## config.mk

```make
export PLATFORM = sky130hd
export DESIGN_NAME = lookup_inversemapping_table_pipe
export DESIGN_NICKNAME = d
export VERILOG_FILES = /design/src/rtl/lookup_inversemapping_table_pipe_pkg.sv /design/src/rtl/lookup_inversemapping_table_pipe_rd_pipe.sv /design/src/rtl/lookup_inversemapping_table_pipe.sv
export SDC_FILE = /design/constraint.sdc
export NUM_CORES = 1
export LEC_CHECK = 0
export BUFFER_PORTS_ARGS = -buffer_cell sky130_fd_sc_hd__buf_2
export CORE_ASPECT_RATIO = 1.2
export CORE_UTILIZATION = 47
export CTS_CLUSTER_DIAMETER = 50
export DETAILED_ROUTE_END_ITERATION = 8
export PLACE_DENSITY = 0.75
export SETUP_SLACK_MARGIN = 0.05
export SKIP_LAST_GASP = 1
export SLEW_MARGIN = 20
export SYNTH_ARGS = -nofsm -noshare
export SYNTH_HDL_FRONTEND = slang
export SYNTH_SLANG_ARGS = --single-unit
```

## constraint.sdc

```tcl
create_clock -name i_clk -period 2.8 [get_ports i_clk]
set_input_delay 0.56 -clock i_clk [delete_from_list [all_inputs] [get_ports i_clk]]
set_output_delay 0.56 -clock i_clk [all_outputs]
set_load 0.01 [all_outputs]
```

## src/rtl/lookup_inversemapping_table_pipe_pkg.sv

```systemverilog
// Shared definitions for the pipelined inverse-mapping lookup.
//   - Default field widths (FLOWID_W, BUFID_W, DMAC_W, ADDR_W)
//   - FSM state encoding shared by the top and any debug tooling
//   - Entry field offsets: a RAM entry is {flowid, dmac}, dmac in the low bits
package lookup_imt_pkg;

    localparam int FLOWID_W = 14;
    localparam int BUFID_W  = 9;
    localparam int DMAC_W   = 48;
    localparam int ADDR_W   = 8;

    // dmac occupies the LSBs of an entry; flowid sits directly above it
    localparam int ENTRY_DMAC_LSB = 0;

    typedef enum logic [1:0] {
        IDLE   = 2'd0,
        SEARCH = 2'd1,
        RESULT = 2'd2
    } imt_state_e;

endpackage

```

## src/rtl/lookup_inversemapping_table_pipe_rd_pipe.sv

```systemverilog
// imt_rd_latency_pipe: DEPTH-deep shift register tracking outstanding RAM
// reads as {valid, index}, so each returning data beat can be tagged with
// the address it belongs to.
//   i_clk, i_rst    : clock, synchronous active-high reset
//   i_flush         : synchronous clear of every in-flight entry
//   i_push_vld/idx  : read issued this cycle and its address
//   o_pop_vld/idx   : tag aligned with the RAM data arriving now
module imt_rd_latency_pipe #(
    parameter int DEPTH = 2,
    parameter int IDX_W = 8
) (
    input  logic             i_clk,
    input  logic             i_rst,
    input  logic             i_flush,
    input  logic             i_push_vld,
    input  logic [IDX_W-1:0] iv_push_idx,
    output logic             o_pop_vld,
    output logic [IDX_W-1:0] ov_pop_idx
);

    logic [DEPTH-1:0]            vld_q;
    logic [DEPTH-1:0][IDX_W-1:0] idx_q;

    always_ff @(posedge i_clk) begin
        if (i_rst || i_flush) begin
            vld_q <= '0;
            idx_q <= '0;
        end else begin
            vld_q[0] <= i_push_vld;
            idx_q[0] <= iv_push_idx;
            for (int i = 1; i < DEPTH; i++) begin
                vld_q[i] <= vld_q[i-1];
                idx_q[i] <= idx_q[i-1];
            end
        end
    end

    assign o_pop_vld  = vld_q[DEPTH-1];
    assign ov_pop_idx = idx_q[DEPTH-1];

endmodule

```

## src/rtl/lookup_inversemapping_table_pipe.sv

```systemverilog
// Pipelined inverse-mapping lookup. Accepts a {flowid, bufid} descriptor,
// streams reads over table addresses 0..entry_num-1 (one per cycle), checks
// each returning beat in address order and reports the first hit (or a miss)
// on a valid/ready result port. Saturating hit/miss counters tick when a
// result is accepted downstream.
//   i_clk, i_rst                 : clock, synchronous active-high reset
//   iv_descriptor/i_descriptor_wr/o_descriptor_ready : descriptor input
//   iv_entry_num                 : number of entries to search, 0..2^ADDR_W
//   o_ram_rd/ov_ram_raddr/iv_ram_rdata : table RAM, RAM_LAT read latency
//   ov_dmac/ov_bufid/o_lookup_table_match_flag/o_descriptor_wr/i_descriptor_ready : result
//   ov_hit_cnt/ov_miss_cnt       : statistics
module lookup_inversemapping_table_pipe
    import lookup_imt_pkg::*;
#(
    parameter int FLOWID_W = lookup_imt_pkg::FLOWID_W,
    parameter int BUFID_W  = lookup_imt_pkg::BUFID_W,
    parameter int DMAC_W   = lookup_imt_pkg::DMAC_W,
    parameter int ADDR_W   = lookup_imt_pkg::ADDR_W,
    parameter int RAM_LAT  = 2,
    parameter int CNT_W    = 32
) (
    input  logic                       i_clk,
    input  logic                       i_rst,
    input  logic [FLOWID_W+BUFID_W-1:0] iv_descriptor,
    input  logic                       i_descriptor_wr,
    output logic                       o_descriptor_ready,
    input  logic [ADDR_W:0]            iv_entry_num,
    input  logic [FLOWID_W+DMAC_W-1:0] iv_ram_rdata,
    output logic                       o_ram_rd,
    output logic [ADDR_W-1:0]          ov_ram_raddr,
    output logic [DMAC_W-1:0]          ov_dmac,
    output logic [BUFID_W-1:0]         ov_bufid,
    output logic                       o_lookup_table_match_flag,
    output logic                       o_descriptor_wr,
    input  logic                       i_descriptor_ready,
    output logic [CNT_W-1:0]           ov_hit_cnt,
    output logic [CNT_W-1:0]           ov_miss_cnt
);

    localparam int FLOWID_LSB = ENTRY_DMAC_LSB + DMAC_W;

    imt_state_e          state_q, state_d;
    logic                ram_rd_q, ram_rd_d;
    logic [ADDR_W-1:0]   raddr_q, raddr_d;
    logic [FLOWID_W-1:0] flowid_q, flowid_d;
    logic [BUFID_W-1:0]  bufid_q, bufid_d;
    logic [ADDR_W:0]     entry_num_q, entry_num_d;
    logic                res_wr_q, res_wr_d;
    logic [DMAC_W-1:0]   res_dmac_q, res_dmac_d;
    logic [BUFID_W-1:0]  res_bufid_q, res_bufid_d;
    logic                res_flag_q, res_flag_d;
    logic [CNT_W-1:0]    hit_q, hit_d;
    logic [CNT_W-1:0]    miss_q, miss_d;
    logic                flush;

    logic                pop_vld;
    logic [ADDR_W-1:0]   pop_idx;
    logic [ADDR_W:0]     last_idx;
    logic                beat_zero, beat_hit, beat_last;

    imt_rd_latency_pipe #(
        .DEPTH (RAM_LAT),
        .IDX_W (ADDR_W)
    ) u_rd_pipe (
        .i_clk       (i_clk),
        .i_rst       (i_rst),
        .i_flush     (flush),
        .i_push_vld  (ram_rd_q),
        .iv_push_idx (raddr_q),
        .o_pop_vld   (pop_vld),
        .ov_pop_idx  (pop_idx)
    );

    // Kept ADDR_W+1 wide so entry_num = 2^ADDR_W yields last address 2^ADDR_W-1
    // without wrapping. Only consulted in SEARCH, where entry_num is nonzero.
    assign last_idx  = entry_num_q - 1'b1;
    assign beat_zero = (iv_ram_rdata == '0);
    assign beat_hit  = (iv_ram_rdata[FLOWID_LSB +: FLOWID_W] == flowid_q);
    assign beat_last = ({1'b0, pop_idx} == last_idx);

    always_comb begin
        state_d     = state_q;
        ram_rd_d    = ram_rd_q;
        raddr_d     = raddr_q;
        flowid_d    = flowid_q;
        bufid_d     = bufid_q;
        entry_num_d = entry_num_q;
        res_wr_d    = res_wr_q;
        res_dmac_d  = res_dmac_q;
        res_bufid_d = res_bufid_q;
        res_flag_d  = res_flag_q;
        hit_d       = hit_q;
        miss_d      = miss_q;
        flush       = 1'b0;

        case (state_q)
            IDLE: begin
                if (i_descriptor_wr) begin
                    flowid_d    = iv_descriptor[BUFID_W +: FLOWID_W];
                    bufid_d     = iv_descriptor[BUFID_W-1:0];
                    entry_num_d = iv_entry_num;
                    if (iv_entry_num == '0) begin
                        // Empty table: immediate miss, no RAM traffic
                        state_d     = RESULT;
                        res_wr_d    = 1'b1;
                        res_dmac_d  = '0;
                        res_bufid_d = iv_descriptor[BUFID_W-1:0];
                        res_flag_d  = 1'b0;
                    end else begin
                        state_d  = SEARCH;
                        ram_rd_d = 1'b1;
                        raddr_d  = '0;
                    end
                end
            end

            SEARCH: begin
                if (ram_rd_q) begin
                    if ({1'b0, raddr_q} == last_idx) begin
                        ram_rd_d = 1'b0;
                        raddr_d  = '0;
                    end else begin
                        raddr_d = raddr_q + 1'b1;
                    end
                end
                // Zero entry beats a flowid match, which beats end-of-range
                if (pop_vld && (beat_zero || beat_hit || beat_last)) begin
                    flush       = 1'b1;
                    ram_rd_d    = 1'b0;
                    raddr_d     = '0;
                    state_d     = RESULT;
                    res_wr_d    = 1'b1;
                    res_bufid_d = bufid_q;
                    res_flag_d  = !beat_zero && beat_hit;
                    res_dmac_d  = (!beat_zero && beat_hit) ?
                                  iv_ram_rdata[ENTRY_DMAC_LSB +: DMAC_W] : '0;
                end
            end

            RESULT: begin
                if (i_descriptor_ready) begin
                    state_d     = IDLE;
                    res_wr_d    = 1'b0;
                    res_dmac_d  = '0;
                    res_bufid_d = '0;
                    res_flag_d  = 1'b0;
                    if (res_flag_q) begin
                        if (hit_q != {CNT_W{1'b1}}) hit_d = hit_q + 1'b1;
                    end else begin
                        if (miss_q != {CNT_W{1'b1}}) miss_d = miss_q + 1'b1;
                    end
                end
            end

            default: state_d = IDLE;
        endcase
    end

    always_ff @(posedge i_clk) begin
        if (i_rst) begin
            state_q     <= IDLE;
            ram_rd_q    <= 1'b0;
            raddr_q     <= '0;
            flowid_q    <= '0;
            bufid_q     <= '0;
            entry_num_q <= '0;
            res_wr_q    <= 1'b0;
            res_dmac_q  <= '0;
            res_bufid_q <= '0;
            res_flag_q  <= 1'b0;
            hit_q       <= '0;
            miss_q      <= '0;
        end else begin
            state_q     <= state_d;
            ram_rd_q    <= ram_rd_d;
            raddr_q     <= raddr_d;
            flowid_q    <= flowid_d;
            bufid_q     <= bufid_d;
            entry_num_q <= entry_num_d;
            res_wr_q    <= res_wr_d;
            res_dmac_q  <= res_dmac_d;
            res_bufid_q <= res_bufid_d;
            res_flag_q  <= res_flag_d;
            hit_q       <= hit_d;
            miss_q      <= miss_d;
        end
    end

    assign o_descriptor_ready        = (state_q == IDLE);
    assign o_ram_rd                  = ram_rd_q;
    assign ov_ram_raddr              = raddr_q;
    assign o_descriptor_wr           = res_wr_q;
    assign ov_dmac                   = res_dmac_q;
    assign ov_bufid                  = res_bufid_q;
    assign o_lookup_table_match_flag = res_flag_q;
    assign ov_hit_cnt                = hit_q;
    assign ov_miss_cnt               = miss_q;

endmodule

```

Yosys cells after proc, flatten, opt, wreduce, memory -nomap -nowiden. Index checks and enable logic that the tools add are counted.

Bits in registers: 184. Input port bits: 98. Output and inout bits: 133. Word-level logic and storage cells: 90.

$add $sub $neg: 4. Eq/ne operators: 13. Mux-type cells: 39. Bitwise logic cells: 1. Reductions and logical operators: 18.

Operators by type and width (count): $mux W48 (5); $pmux W48 S3 (1); $add A32 B1 Y32 const B (2); $ne A32 B32 Y1 const B (2); $logic_not A62 Y1 (1); $mux W8 (5); $mux W9 (4); $pmux W9 S3 (1); $eq A8 B9 Y1 (2); $pmux W8 S2 (1); $eq A14 B14 Y1 (1); $mux W1 (14); $reduce_and A4 Y1 (3); $logic_not A9 Y1 (1); $sub A9 B1 Y9 const B (1); $add A8 B1 Y8 const B (1); $mux W2 (4); $ne A2 B2 Y1 const B (4); $pmux W1 S3 (2); $pmux W2 S3 (1); $reduce_and A3 Y1 (2); $reduce_and A5 Y1 (1); $logic_or A1 B1 Y1 (3); $ne A3 B3 Y1 const B (1); 11 further kinds (12).

Logic depth before layout (Yosys ltp). Gate-level depths: netlist (run 1).

Depth in word-level cells: 7. Mapped depth: 13. Gate-level depth less buffers: 9.

Hierarchy. A second synthesis (run 1) with hierarchy kept.

Cells, all modules: 1045. Area total of the unflattened synthesis: 8996.1 um2.

Modules (own cells, without submodules): lookup_inversemapping_table_pipe (instances 1, cells each 997, area an instance 8336.7 um2, seq. area each 3323.2 um2); imt_rd_latency_pipe (instances 1, cells each 48, area an instance 659.4 um2, seq. area each 360.3 um2).

Worst setup path before layout (run 1). Ideal clock, no wire load.

Path kind: register to register. Start point: reg entry_num_q[0]. End point: reg res_dmac_q[0], in the netlist ov_dmac[0]. Setup time: 0.117 ns. Arrival time: 2.605 ns. Setup slack: 0.078 ns. Cell stages (with the launch flop): 13. Buffers on the path: 3. Clock period less this slack: 2.722 ns. Cells stage by stage: dfxtp_1 buf_6 inv_1 ha_1 nor3b_2 a22oi_1 nor4_1 o211ai_1 o211ai_2 a31oi_1 buf_2 buf_2 a22o_1.

Word-level cells in the longest chain between the ends: 6.

Ends and longest elaborated chain: from (decl) (RTL line lookup_inversemapping_table_pipe.sv:47) `logic [ADDR_W:0] entry_num_q, entry_num_d;`; from (signal assigned) (RTL line lookup_inversemapping_table_pipe.sv:179) `entry_num_q <= entry_num_d;`; $sub A9 B1 Y9 (RTL line lookup_inversemapping_table_pipe.sv:76) `assign last_idx = entry_num_q - 1'b1;`; $eq A8 B9 Y1 (RTL line lookup_inversemapping_table_pipe.sv:79) `assign beat_last = ({1'b0, pop_idx} == last_idx);`; $logic_or A1 B1 Y1 (RTL line lookup_inversemapping_table_pipe.sv:127) `if (pop_vld && (beat_zero || beat_hit || beat_last)) begin`; $logic_and A1 B1 Y1 (RTL line lookup_inversemapping_table_pipe.sv:127); $ne A2 B2 Y1 (no line); $reduce_and A5 Y1 (no line); to (signal assigned) (RTL line lookup_inversemapping_table_pipe.sv:181) `res_dmac_q <= res_dmac_d;`; to (decl) (RTL line lookup_inversemapping_table_pipe.sv:49) `logic [DMAC_W-1:0] res_dmac_q, res_dmac_d;`.

Every way passes these cells. A chain may end at the register's enable or synchronous reset.

Worst setup path in the final report (run 1).
Start point: reg entry_num_q[0]. End point: reg res_dmac_q[27], in the netlist ov_dmac[27].

The elaborated chain is that of the path after synthesis.

==> impl_summary.txt, run 1 <==
----------------------------------------------------
[STA]
  Largest clock skew in the final design ... roughly 0.0095 ns
  Final Hold Viols ... 0
  Final setup violating endpoints ... 0
  Worst slew margin relative to its limit ... 0.6193
  Slew at the pin closest to its max-slew limit ... 0.5710 ns
  Final WS setup ... 0.09533 ns
  Highest achievable clock rate ... approximately 370 MHz
  Slew Viols, Final ... 0
  Time the final worst path needs with I/O delays and setup ... 2.705 ns
  Portion of the clock cycle consumed by the worst path in the final layout ... 0.9660
  Setup repair after global routing missed its margin ... false

[Synth]
  Count of state elements after synthesis ... 184
  Net count of the mapped netlist ... around 1.0k
  Share of async-settable or async-resettable flops after synthesis ... 0
  Top flip-flop cell by instance count after synthesis ... dfxtp_1
  Number of flops mapped to enable cells by yosys ... 0
  Yosys Warn Count ... 0
  Fraction of the yosys area taken by sequential cells ... 0.4488
  Average cell area after synthesis ... between 8 and 9 um^2
  Synthesized netlist cell count ... about 930
  Count of cell types in the netlist ... 66
  Netlist area before placement ... between 8000 and 9000 um^2

[Die]
  Initial standard-cell utilization of the core ... 0.4833
  Area of the die ... 18000 um^2
  Floorplan die width ... about 120 um
  Num rows ... 52
  Height of the chip ... approximately 150 um
  Ports placed on the boundary ... about 230
  Placeable core region ... roughly 17000 um^2

[Placement]
  Cell count after placement ... 1353
  Placed Instance Area ... between 9000 and 10000 um^2
  Port Buf Inserts ... 230
  Post-DP HPWL ... around 16 mm
  Placement Setup Slack ... -0.1151 ns
  Gpl congestion ... about 0.84

[Clock network]
  Max Buffers Root-to-Sink ... 2
  TritonCTS clock tree ... yes
  Clock latency at the later pin of the worst-skew pair ... between 0.4 and 0.5 ns
  Clock transition at the registers of the reported paths ... ~0.080 ns
  Clock root cell ... clkbuf_16
  Clock sink count ... 184
  Total CTS buffers ... 17
  Number of levels the H-tree was split into ... 4

[Finish]
  Growth of design area from synthesis to finish ... 27.56%
  Core utilization of the finished layout ... 0.6166
  Nets ... 1267
  Post-route non-filler standard cell count ... roughly 1.4k
  Share of post-route cells with drive strength above 1 ... 0.2871
  Filler instances ... 1466
  Final design area excluding fillers ... approximately 10000 um^2

[Worst setup path]
  Cell chain of the critical path ... buf_4, or4_4, nor3_1, o211ai_1, buf_4, o211ai_4, a31oi_4, clkbuf_16, a22o_1
  WS Path Type ... flop to flop
  Sort of element at the start of the critical path ... flop
  Largest fanout of any net on the critical path ... 24
  Largest stage delay, worst path ... 0.58 ns
  Path depth of the worst reg2reg path ... 9
  Worst Path Arrival ... 3.03 ns
  Slowest cell on the critical path ... or4_4
  Most frequent cell on the critical path ... buf_4
  CP required ... ~3.1 ns
  Internal reg-to-reg setup slack ... roughly 0.095 ns
  Critical path capture point type ... flop

[Drt]
  Routed wire length ... approximately 23 mm
  Wire length on met3 ... approximately 1.7 mm
  Routed Antenna Nets ... 0
  Detail-routed via count per cell ... approximately 5.6
  Wire length on met2 ... 11.66 mm
  Number of iterations in the first detailed-routing pass ... 5
  Uppermost routed layer ... met4
  Final routed DRC violation total ... 0
  Post-DR wirelength/cell ... between 15 and 20 um
  Violation count after the first detailed-route iteration ... roughly 270
  Detailed-route via count ... between 7k and 8k
  Met1 wire length ... between 8 and 9 mm

[Flow run]
  # Max-Cap Violations ... 0

[Global routing]
  Leftover overflow at the end of global routing ... 0
  Gr usage total ... 0.2453
  Antenna violations before repair ... 0
  Global-route wire length before repair ... between 30 and 40 mm
  Vias in the first global route ... 7136
  Largest net degree at the start of global routing ... 117

[Power and ir drop]
  Peak supply drop ... ~0.00043 V
  Total power after layout ... 0.006652 W
  P_leak ... approximately 4.4 nW
  Power Dens Cells ... between 600 and 700 nW/um^2

[Min path]
  Depth of the worst hold-timing path ... 2
  Class of the tightest hold or removal check ... input pin to flop

[Outcome]
  Outcome ... finished, final reports clean

----------------------------------------------------
## cell usage after synthesis (all sizes together) (12+ instances only)
library cell	number	area share
and3	12	0.0091
nand2	102	0.047
xnor2	67	0.071
a21oi	42	0.026
clkbuf	40	0.018
xor2	18	0.019
dfxtp	184	0.45
o21ai	14	0.0085
and2	25	0.019
nand3	27	0.016
nor4	48	0.040
a31oi	21	0.016
nor3	29	0.020
a22o	49	0.052
inv	19	0.0087
nor2	78	0.036
nand4	27	0.021
buf	17	0.013
## critical path, delay by kind of cell (launching register included)
| family | cells | cell delay (ns) |
|---|---|---|
| AOI/OAI and AO/OA | 4 | 0.85 |
| buffers and inverters | 3 | 0.61 |
| DFF | 1 | 0.32 |
| and+or+nand+nor | 2 | 0.81 |
## where the power goes
part	leakage (nW)	internal, W	switching (W)
clock	0.288	0.00120	0.00117
sequential	1.49	0.00276	0.000125
combinational	2.62	0.000584	0.000818
total	4.40	0.00454	0.00212
## flip-flops by register name (all words and copies together) (netlist names), 9 cells and up
register     count
ov_miss_cnt     32
ov_bufid         9
flowid_q        14
ov_dmac         48
ov_hit_cnt      32
bufid_q          9
entry_num_q      9
## layer usage
layer  GRT usage  vias up
li1            -     3795
met1      0.2710     3721
met2      0.4368      281
met3     0.06677       26
met4     0.09878        0
met5           0        -
## worst paths after layout
path | end | from
hold / removal | ov_dmac[34] | iv_ram_rdata[34]
hold reg to reg | u_rd_pipe.ov_pop_idx[6] | u_rd_pipe.idx_q[6]
setup reg to reg | ov_dmac[27] | entry_num_q[0]
setup / recovery | ov_dmac[27] | entry_num_q[0]
## area by class of cell
| class | instances | area (um^2) | share of cell area |
|---|---|---|---|
| Antenna cell | 2 | 5.005 | 0.0004780 |
| Clock buffer | 17 | 425.4 | 0.04063 |
| Clock inverter | 15 | 160.2 | 0.01530 |
| Inverter | 19 | 71.32 | 0.006812 |
| Multi-Input combinational cell | 665 | 4295 | 0.4103 |
| Sequential cell | 184 | 3687 | 0.3522 |
| Tap cell | 216 | 270.3 | 0.02581 |
| Timing Repair Buffer | 274 | 1555 | 0.1485 |
## logic make-up (layout without fill, tap and decap cells)
family / count (synthesis) / in the layout / synth area share
flops: 184 / 184 / 0.4488
fa+ha+maj: 8 / 8 / 0.01220
compound gates: 168 / 168 / 0.1471
xor+xnor: 86 / 86 / 0.09344
simple gates: 402 / 402 / 0.2572
other cells: 0 / 2 / 0
mux: 1 / 1 / 0.001220
buf+inv: 76 / 325 / 0.04009
## metrics by stage
step / hold slack, ns / setup TNS [ns]
6_report: 0.3466 / 0
5_1_grt: 0.3366 / 0
3_3_place_gp: 0.4080 / -6.415
2_1_floorplan: 0.4057 / 0
3_5_place_dp: 0.4115 / -4.313
4_1_cts: 0.3335 / 0
## cell usage in the layout (no fill, tap or decap), types with 3 or more instances in the layout
master / Yosys / routed
and3_1: 12 / 12
and2_1: 24 / 24
dfxtp_1: 184 / 181
o21ai_0: 14 / 14
a31oi_1: 21 / 20
nand4_1: 27 / 27
buf_4: 0 / 38
nor2_1: 78 / 78
xor2_1: 18 / 18
nor3b_1: 3 / 3
buf_2: 10 / 229
clkbuf_16: 0 / 19
nor3_1: 27 / 24
nand2_1: 102 / 102
nor4_4: 1 / 3
a21oi_1: 42 / 42
nand2b_1: 4 / 4
or2_2: 5 / 5
or3_1: 9 / 9
inv_8: 0 / 4
inv_1: 19 / 19
xnor2_1: 67 / 67
nor3_2: 1 / 4
nor4_1: 45 / 43
nor4b_1: 3 / 3
buf_6: 4 / 3
clkinv_8: 0 / 3
a211oi_1: 11 / 11
inv_6: 0 / 3
nand3_1: 27 / 27
and4_1: 10 / 10
clkinv_4: 0 / 4
a22o_1: 49 / 49
a221o_1: 5 / 5
dfxtp_2: 0 / 3
ha_1: 8 / 7
nor2b_1: 11 / 11
## timing repair
action / in CTS / in global routing
setup endpoints to repair: 1 / 70
cloned: 0 / 3
hold buffers: 0 / 0
pin swaps: 2 / 8
resized for setup: 1 / 16
buffers inserted: 0 / 2
Note: power is estimated with default switching activity, not from simulation.
==> run 2: changes to the inputs <==
- CORE_ASPECT_RATIO: 1.2 -> 1.1
==> run 2 against run 1 <==
The run now ends with setup timing left. Critical path depth up 2. Register-to-register slack got worse by 0.02 ns. Final area is 2.1% higher. Global-route usage is 0.17 points higher. Non-clock buffer count up 19. Via count is 0.46% higher. Clock power down 5%. Clock skew fell by 0.0013 ns. Die area about the same. Utilization grew 0.91 points. Largest cell class unchanged.
==> impl_summary.txt, run 2 (same netlist as run 1, synthesis figures left out) <==
----------------------------------------------------
[Clock network]
  TritonCTS clock tree ... yes (unchanged)
  Number of levels the H-tree was split into ... 4 (unchanged)
  Clock sink count ... 184 (unchanged)
  Total CTS buffers ... 17 (unchanged)
  Hold_buf cts ... 0 (unchanged)
  Clock latency at the later pin of the worst-skew pair ... 0.43 ns (about the same)
  Clock root cell ... clkbuf_16 (unchanged)
  Max Buffers Root-to-Sink ... 2 (unchanged)
  Clock transition at the registers of the reported paths ... 0.07 ns (was 0.08 ns)

[Power and ir drop]
  Peak supply drop ... 0.0004504 V (was 0.0004295 V)
  P_leak ... 4.496 nW (was 4.403 nW)
  Power Dens Cells ... 617.2 nW/um^2 (was 635.4 nW/um^2)

[STA]
  Final WS setup ... -0.1976 ns (was 0.09533 ns)
  Setup TNS ... -10.52 ns (was 0 ns)
  Final setup violating endpoints ... 68 (was 0)
  Slew at the pin closest to its max-slew limit ... 0.8589 ns (was 0.5710 ns)
  Worst slew margin relative to its limit ... 0.4221 (was 0.6193)
  Highest achievable clock rate ... 333.6 MHz (was 369.7 MHz)
  Largest clock skew in the final design ... 0.008252 ns (was 0.009526 ns)
  Time the final worst path needs with I/O delays and setup ... 2.998 ns (was 2.705 ns)
  Final Hold Viols ... 0 (unchanged)
  Setup repair after global routing missed its margin ... true (was false)
  Portion of the clock cycle consumed by the worst path in the final layout ... 1.071 (was 0.9660)
  Slew Viols, Final ... 0 (unchanged)

[Worst setup path]
  Slowest cell on the critical path ... nor4_1 (was or4_4)
  Largest fanout of any net on the critical path ... 6 (was 24)
  CP required ... 3.17 ns (was 3.12 ns)
  Sort of element at the start of the critical path ... input pin (was flop)
  Largest stage delay, worst path ... 0.75 ns (was 0.58 ns)
  WP buf/inv ... 4 (was 3)
  Most frequent cell on the critical path ... nor4_1 (was buf_4)
  Critical path capture point type ... flop (unchanged)
  Worst Path Arrival ... 3.37 ns (was 3.03 ns)
  Cell chain of the critical path ... buf_2, nor4_1, nand4_1, nor4_1, buf_4, o21ai_0, o211a_1, nor4_4, buf_6, clkbuf_16, a22o_1 (was buf_4, or4_4, nor3_1, o211ai_1, buf_4, o211ai_4, a31oi_4, clkbuf_16, a22o_1)
  WS Path Type ... input pin to flop (was flop to flop)
  CP delay by family, top ... simple AND/OR/NAND/NOR gates (was compound AO/OA/AOI/OAI gates)

[Die]
  Ports placed on the boundary ... 231 (unchanged)
  Floorplan die width ... 128 um (was 122.6 um)
  Initial standard-cell utilization of the core ... 0.4806 (was 0.4833)
  Placeable core region ... 17080 um^2 (was 16980 um^2)
  Height of the chip ... 140.6 um (was 146.8 um)
  Num rows ... 50 (was 52)
  Area of the die ... 18000 um^2 (about the same)

[Global routing]
  Global-route wire length before repair ... 35.33 mm (was 34.89 mm)
  Gr usage total ... 0.2470 (was 0.2453)
  Vias in the first global route ... 7221 (was 7136)
  Antenna violations before repair ... 2 (was 0)
  Largest net degree at the start of global routing ... 77 (was 117)
  Leftover overflow at the end of global routing ... 0 (unchanged)

[Drt]
  Detailed-route via count ... 7859 (was 7823)
  Post-DR wirelength/cell ... 16.60 um (was 16.44 um)
  Final routed DRC violation total ... 0 (unchanged)
  Detail-routed via count per cell ... 5.500 (was 5.620)
  Routed Antenna Nets ... 0 (unchanged)
  Violation count after the first detailed-route iteration ... 317 (was 266)
  Number of iterations in the first detailed-routing pass ... 4 (was 5)
  Routed wire length ... 23.73 mm (was 22.88 mm)

[Outcome]
  Outcome ... finished with violations (was finished, final reports clean)
  Violations in the final reports ... setup timing

[Placement]
  Gpl congestion ... 0.8327 (was 0.8352)
  Post-DP HPWL ... 16.12 mm (was 15.93 mm)
  Placement Setup Slack ... -0.1553 ns (was -0.1151 ns)
  Port Buf Inserts ... 230 (unchanged)

[Min path]
  Class of the tightest hold or removal check ... input pin to flop (unchanged)

[Flow run]
  # Max-Cap Violations ... 0 (unchanged)

[Finish]
  Commonest non-fill, non-tap cell in the layout ... buf_2 (unchanged)
  Growth of design area from synthesis to finish ... 30.20% (was 27.56%)
  Share of post-route cells with drive strength above 1 ... 0.3001 (was 0.2871)
  Filler instances ... 1494 (was 1466)
  Multi-input gate area ... 4305 um^2 (was 4295 um^2)
  Flip-flop count of the largest register, all copies and words added ... 48 (unchanged)
  Core utilization of the finished layout ... 0.6257 (was 0.6166)
  Top library cells by usage in the layout, fill and taps aside ... 229 x buf_2, 182 x dfxtp_1, 102 x nand2_1 (was 229 x buf_2, 181 x dfxtp_1, 102 x nand2_1)
  Footprint of the flip-flops and latches ... 3686 um^2 (was 3687 um^2)
  Nets ... 1286 (was 1267)

----------------------------------------------------
-- run 2: cell types whose count changed in the layout (fill, tap and decap cells not counted), sizes merged --
cell | before | now
buf | 272 | 288
clkbuf | 19 | 23
clkinv | 8 | 4
clkinvlp | 0 | 3
-- run 2: per-layer routing --
layer	vias to the layer above	share of wire	global-route usage
met2	250	0.51	0.4408
li1	3821	-	-
met4	0	0.024	0.08545
met1	3749	0.40	0.2835
met5	-	0	0
met3	39	0.067	0.06452
-- run 2: final timing paths --
| check | startpoint | end | slack [ns] | cells past startpoint |
|---|---|---|---|---|
| max reg2reg | entry_num_q[1] | ov_dmac[20] | 0.08 | 11 |
| max | iv_ram_rdata[28] | ov_dmac[20] | -0.20 | 11 |
| min | iv_ram_rdata[9] | ov_dmac[9] | 0.35 | 2 |
| min reg2reg | u_rd_pipe.idx_q[7] | u_rd_pipe.ov_pop_idx[7] | 0.42 | 1 |
-- run 2: where the power goes --
group          leakage (nW)  internal [W]  switching, W
registers              1.49       0.00276      0.000127
logic                  2.74      0.000615      0.000833
clock network         0.263       0.00116       0.00110
total                  4.50       0.00453       0.00206
-- run 2: layout make-up --
class	count	share of cell area
flip-flops and latches	184	0.3449
clock inverters	14	0.01077
multi-input cells	665	0.4029
well taps	234	0.02740
clock buffers	18	0.04016
repair buffers	293	0.1667
diodes	2	0.0004683
inverters	19	0.006674
-- run 2: metrics by stage --
step	total power [W]	cells	hold WS, ns	area [um^2]
floorplan	0.003779	925	0.4057	8208
global placement	0.004239	1380	0.4080	9811
detailed placement	0.004260	1380	0.4105	9811
CTS	0.006523	1414	0.3402	10410
global route	0.006905	1428	0.3491	10680
finish	0.006596	1429	0.3540	10690
-- run 2: repair_timing --
action,CTS,global route
setup endpoints to repair,61,69
resized for setup,2,26
setup buffers,1,6
cloned,1,7
pin swaps,1,9
-- run 2: worst register-to-register path, delay by kind of cell, from the launching register on --
kind	cells	cell delay, ns
buffers and inverters	3	0.50
AND/OR/NAND/NOR	2	0.62
adder cells (fa/ha/maj)	1	0.14
flip-flops	1	0.33
AO/OA/AOI/OAI	5	1.05
==> run 3: changes to the inputs <==
- CORE_MARGIN: unset -> 4
- CORE_UTILIZATION: 47 -> 52
- PLACE_DENSITY: 0.75 -> 0.79
- clock period: 2.8 -> 2.9 ns (I/O delays scaled with it)
==> run 3 against run 2 <==
The run now ends clean. Global-route usage increased by 0.052 points. First-iteration DRC count is 45% higher. Power is 0.58% higher. Critical path depth did not move. Via count is 1.4% lower. Routed wire length fell by 3.1%. Clock skew is 0.0033 ns higher. Final area fell by 3.4%. Sequential share of layout area rose by 1.2 points. Critical endpoint is now ov_dmac[46].
==> impl_summary.txt, run 3 (same netlist as run 1, synthesis figures left out) <==
----------------------------------------------------
[Worst setup path]
  CP required ... 3.27 ns (was 3.17 ns)
  Largest stage delay, worst path ... 0.37 ns (was 0.75 ns)
  Worst Path Arrival ... 3.10 ns (was 3.37 ns)
  Path depth of the worst reg2reg path ... 11 (unchanged)
  Slowest cell on the critical path ... o211a_1 (was nor4_1)
  Largest fanout of any net on the critical path ... 24 (was 6)
  Critical path capture point type ... flop (unchanged)
  Internal reg-to-reg setup slack ... 0.17 ns (was 0.08 ns)
  WS Path Type ... flop to flop (was input pin to flop)
  Worst reg2reg endpoint ... ov_dmac[46] (was ov_dmac[20])
  Sort of element at the start of the critical path ... flop (was input pin)
  Cell chain of the critical path ... inv_1, ha_1, nor3b_4, a22oi_1, nor4_1, o211ai_1, o211a_1, nor4_4, buf_4, buf_6, a22o_1 (was buf_2, nor4_1, nand4_1, nor4_1, buf_4, o21ai_0, o211a_1, nor4_4, buf_6, clkbuf_16, a22o_1)
  Worst R2R Start ... entry_num_q[1] (unchanged)

[Power and ir drop]
  Sw Share ... 0.2858 (was 0.3126)
  Power Dens Cells ... 642.7 nW/um^2 (was 617.2 nW/um^2)
  Part of the total power dissipated in sequential elements ... 0.419 (was 0.437)
  P_leak ... 4.347 nW (was 4.496 nW)
  Relative contribution of the clock network to total power ... 0.387 (was 0.343)
  Combinational power share ... 0.194 (was 0.220)
  Net Sw Power ... 0.001896 W (was 0.002062 W)
  Internal power ... 0.004738 W (was 0.004534 W)
  Peak supply drop ... 0.0004725 V (was 0.0004504 V)

[Finish]
  Flip-flop count of the largest register, all copies and words added ... 48 (unchanged)
  Share of post-route cells with drive strength above 1 ... 0.2711 (was 0.3001)
  Growth of design area from synthesis to finish ... 25.76% (was 30.20%)
  Nets ... 1255 (was 1286)
  Final design area excluding fillers ... 10320 um^2 (was 10690 um^2)
  Antenna diode instance count ... 0 (was 2)
  Commonest non-fill, non-tap cell in the layout ... buf_2 (unchanged)
  Top library cells by usage in the layout, fill and taps aside ... 229 x buf_2, 184 x dfxtp_1, 102 x nand2_1 (was 229 x buf_2, 182 x dfxtp_1, 102 x nand2_1)

[Die]
  Initial standard-cell utilization of the core ... 0.5368 (was 0.4806)
  Num rows ... 47 (was 50)
  Ports placed on the boundary ... 231 (unchanged)
  Placeable core region ... 15290 um^2 (was 17080 um^2)
  Floorplan die width ... 127.8 um (was 128 um)
  Height of the chip ... 139.8 um (was 140.6 um)
  Area of the die ... 17860 um^2 (was 18000 um^2)

[Global routing]
  Antenna violations before repair ... 1 (was 2)
  Vias in the first global route ... 7402 (was 7221)
  Global-route met2 utilization ... 0.4173 (was 0.4408)
  Most crowded layer after global routing ... met2 (unchanged)
  Met3 track utilization from global routing ... 0.05404 (was 0.06452)
  Leftover overflow at the end of global routing ... 0 (unchanged)
  Met1 usage in global routing ... 0.3043 (was 0.2835)
  Global-route wire length before repair ... 36.71 mm (was 35.33 mm)
  Gr usage total ... 0.2475 (was 0.2470)
  Largest net degree at the start of global routing ... 66 (was 77)

[Clock network]
  TritonCTS clock tree ... yes (unchanged)
  Number of levels the H-tree was split into ... 4 (unchanged)
  Clock transition at the registers of the reported paths ... 0.07 ns (about the same)
  Hold_buf cts ... 0 (unchanged)
  Clock latency at the later pin of the worst-skew pair ... 0.43 ns (about the same)
  Max Buffers Root-to-Sink ... 2 (unchanged)
  Clock root cell ... clkbuf_16 (unchanged)
  Total CTS buffers ... 17 (unchanged)
  Clock sink count ... 184 (unchanged)

[Drt]
  Routed wire length ... 22.98 mm (was 23.73 mm)
  Violation count after the first detailed-route iteration ... 461 (was 317)
  Routed Antenna Nets ... 0 (unchanged)
  Detailed-route via count ... 7751 (was 7859)
  Post-DR wirelength/cell ... 16.92 um (was 16.60 um)
  Number of iterations in the first detailed-routing pass ... 6 (was 4)
  Detail-routed via count per cell ... 5.708 (was 5.500)
  Final routed DRC violation total ... 0 (unchanged)

[STA]
  Portion of the clock cycle consumed by the worst path in the final layout ... 0.9412
  Final hold slack ... 0.3765 ns (was 0.3540 ns)
  Highest achievable clock rate ... ~370 MHz
  Setup TNS ... 0 ns (was -10.52 ns)
  Worst slew margin relative to its limit ... 0.5616 (was 0.4221)
  Slew Viols, Final ... 0 (unchanged)
  Final setup violating endpoints ... 0 (was 68)
  Time the final worst path needs with I/O delays and setup ... roughly 2.7 ns
  Final Hold Viols ... 0 (unchanged)
  Largest clock skew in the final design ... 0.01154 ns (was 0.008252 ns)
  Slew at the pin closest to its max-slew limit ... 0.6575 ns (was 0.8589 ns)

[Flow run]
  # Max-Cap Violations ... 0 (unchanged)

[Placement]
  Post-DP HPWL ... 16.54 mm (was 16.12 mm)
  Gpl congestion ... 0.8379 (was 0.8327)
  Placed Instance Area ... 9620 um^2 (was 9811 um^2)
  Port Buf Inserts ... 230 (unchanged)

[Outcome]
  Outcome ... finished, final reports clean (was finished with violations)

[Min path]
  Worst Hold Launch ... iv_ram_rdata[38] (was iv_ram_rdata[9])
  Worst Hold Path EP ... ov_dmac[38] (was ov_dmac[9])
  Depth of the worst hold-timing path ... 2 (unchanged)
  Class of the tightest hold or removal check ... input pin to flop (unchanged)

----------------------------------------------------
==> run 3: cell types whose count changed in the layout (fill, tap and decap cells not counted), sizes merged <==
cell      delta
diode        -2
bufinv       +5
clkbuf       -3
clkinvlp     -2
inv          -4
buf         -27
==> run 3: layout make-up <==
class | count | area (um^2)
fillers | 1238 | 4967
multi-input cells | 665 | 4237
flip-flops and latches | 184 | 3684
repair buffers | 262 | 1428
clock buffers | 19 | 442.9
well taps | 196 | 245.2
clock inverters | 13 | 215.2
inverters | 19 | 71.32
==> run 3: worst max-delay path by stage <==
stage                     from     endpoint  slack, ns  depth (start not counted)
2_1_floorplan   entry_num_q[0]   ov_dmac[0]       0.18                         12
3_3_place_gp   iv_ram_rdata[3]  ov_dmac[20]      -0.13                         11
3_5_place_dp   iv_ram_rdata[3]  ov_dmac[23]      -0.13                         11
4_1_cts         entry_num_q[1]   ov_dmac[0]       0.06                         10
5_1_grt         entry_num_q[0]  ov_dmac[19]      -0.01                         11
6_report        entry_num_q[1]  ov_dmac[46]       0.17                         11
==> run 3: power by group through the flow <==
stage	Combinational (W)	Clock (W)	Sequential [W]
global route	0.00141	0.00272	0.00280
finish	0.00129	0.00257	0.00278
detailed placement	0.00125	0	0.00283
floorplan	0.000833	0	0.00282
global placement	0.00123	0	0.00283
CTS	0.00126	0.00261	0.00278
==> run 3: per-stage QoR <==
| stage | util | cells | setup slack (ns) | power (W) |
|---|---|---|---|---|
| 2_1_floorplan | - | 925 | 0.1781 | 0.003649 |
| 3_3_place_gp | 0.6292 | 1323 | -0.1258 | 0.004063 |
| 3_5_place_dp | 0.6292 | 1323 | -0.1280 | 0.004088 |
| 4_1_cts | 0.6723 | 1355 | 0.06025 | 0.006646 |
| 5_1_grt | 0.6751 | 1358 | -0.01144 | 0.006923 |
| 6_report | 0.6751 | 1358 | 0.1706 | 0.006634 |
==> run 3: worst max-delay path, delay by kind of cell, from the launching register on <==
| family | cells | cell delay [ns] |
|---|---|---|
| AO/OA/AOI/OAI | 4 | 0.91 |
| AND/OR/NAND/NOR | 3 | 0.75 |
| adder cells (fa/ha/maj) | 1 | 0.23 |
| flip-flops | 1 | 0.32 |
| buffers and inverters | 3 | 0.45 |
==> run 3: timing repair <==
action / 4_1_cts / 5_1_grt
setup buffers: 0 / 2
endpoints found under the setup margin: 0 / 57
gates resized for setup: 0 / 3
==> run 3: layer usage <==
layer	part of all wire	vias up
met3	0.071	43
li1	-	3765
met5	0.00057	-
met4	0.025	2
met2	0.50	288
met1	0.41	3653
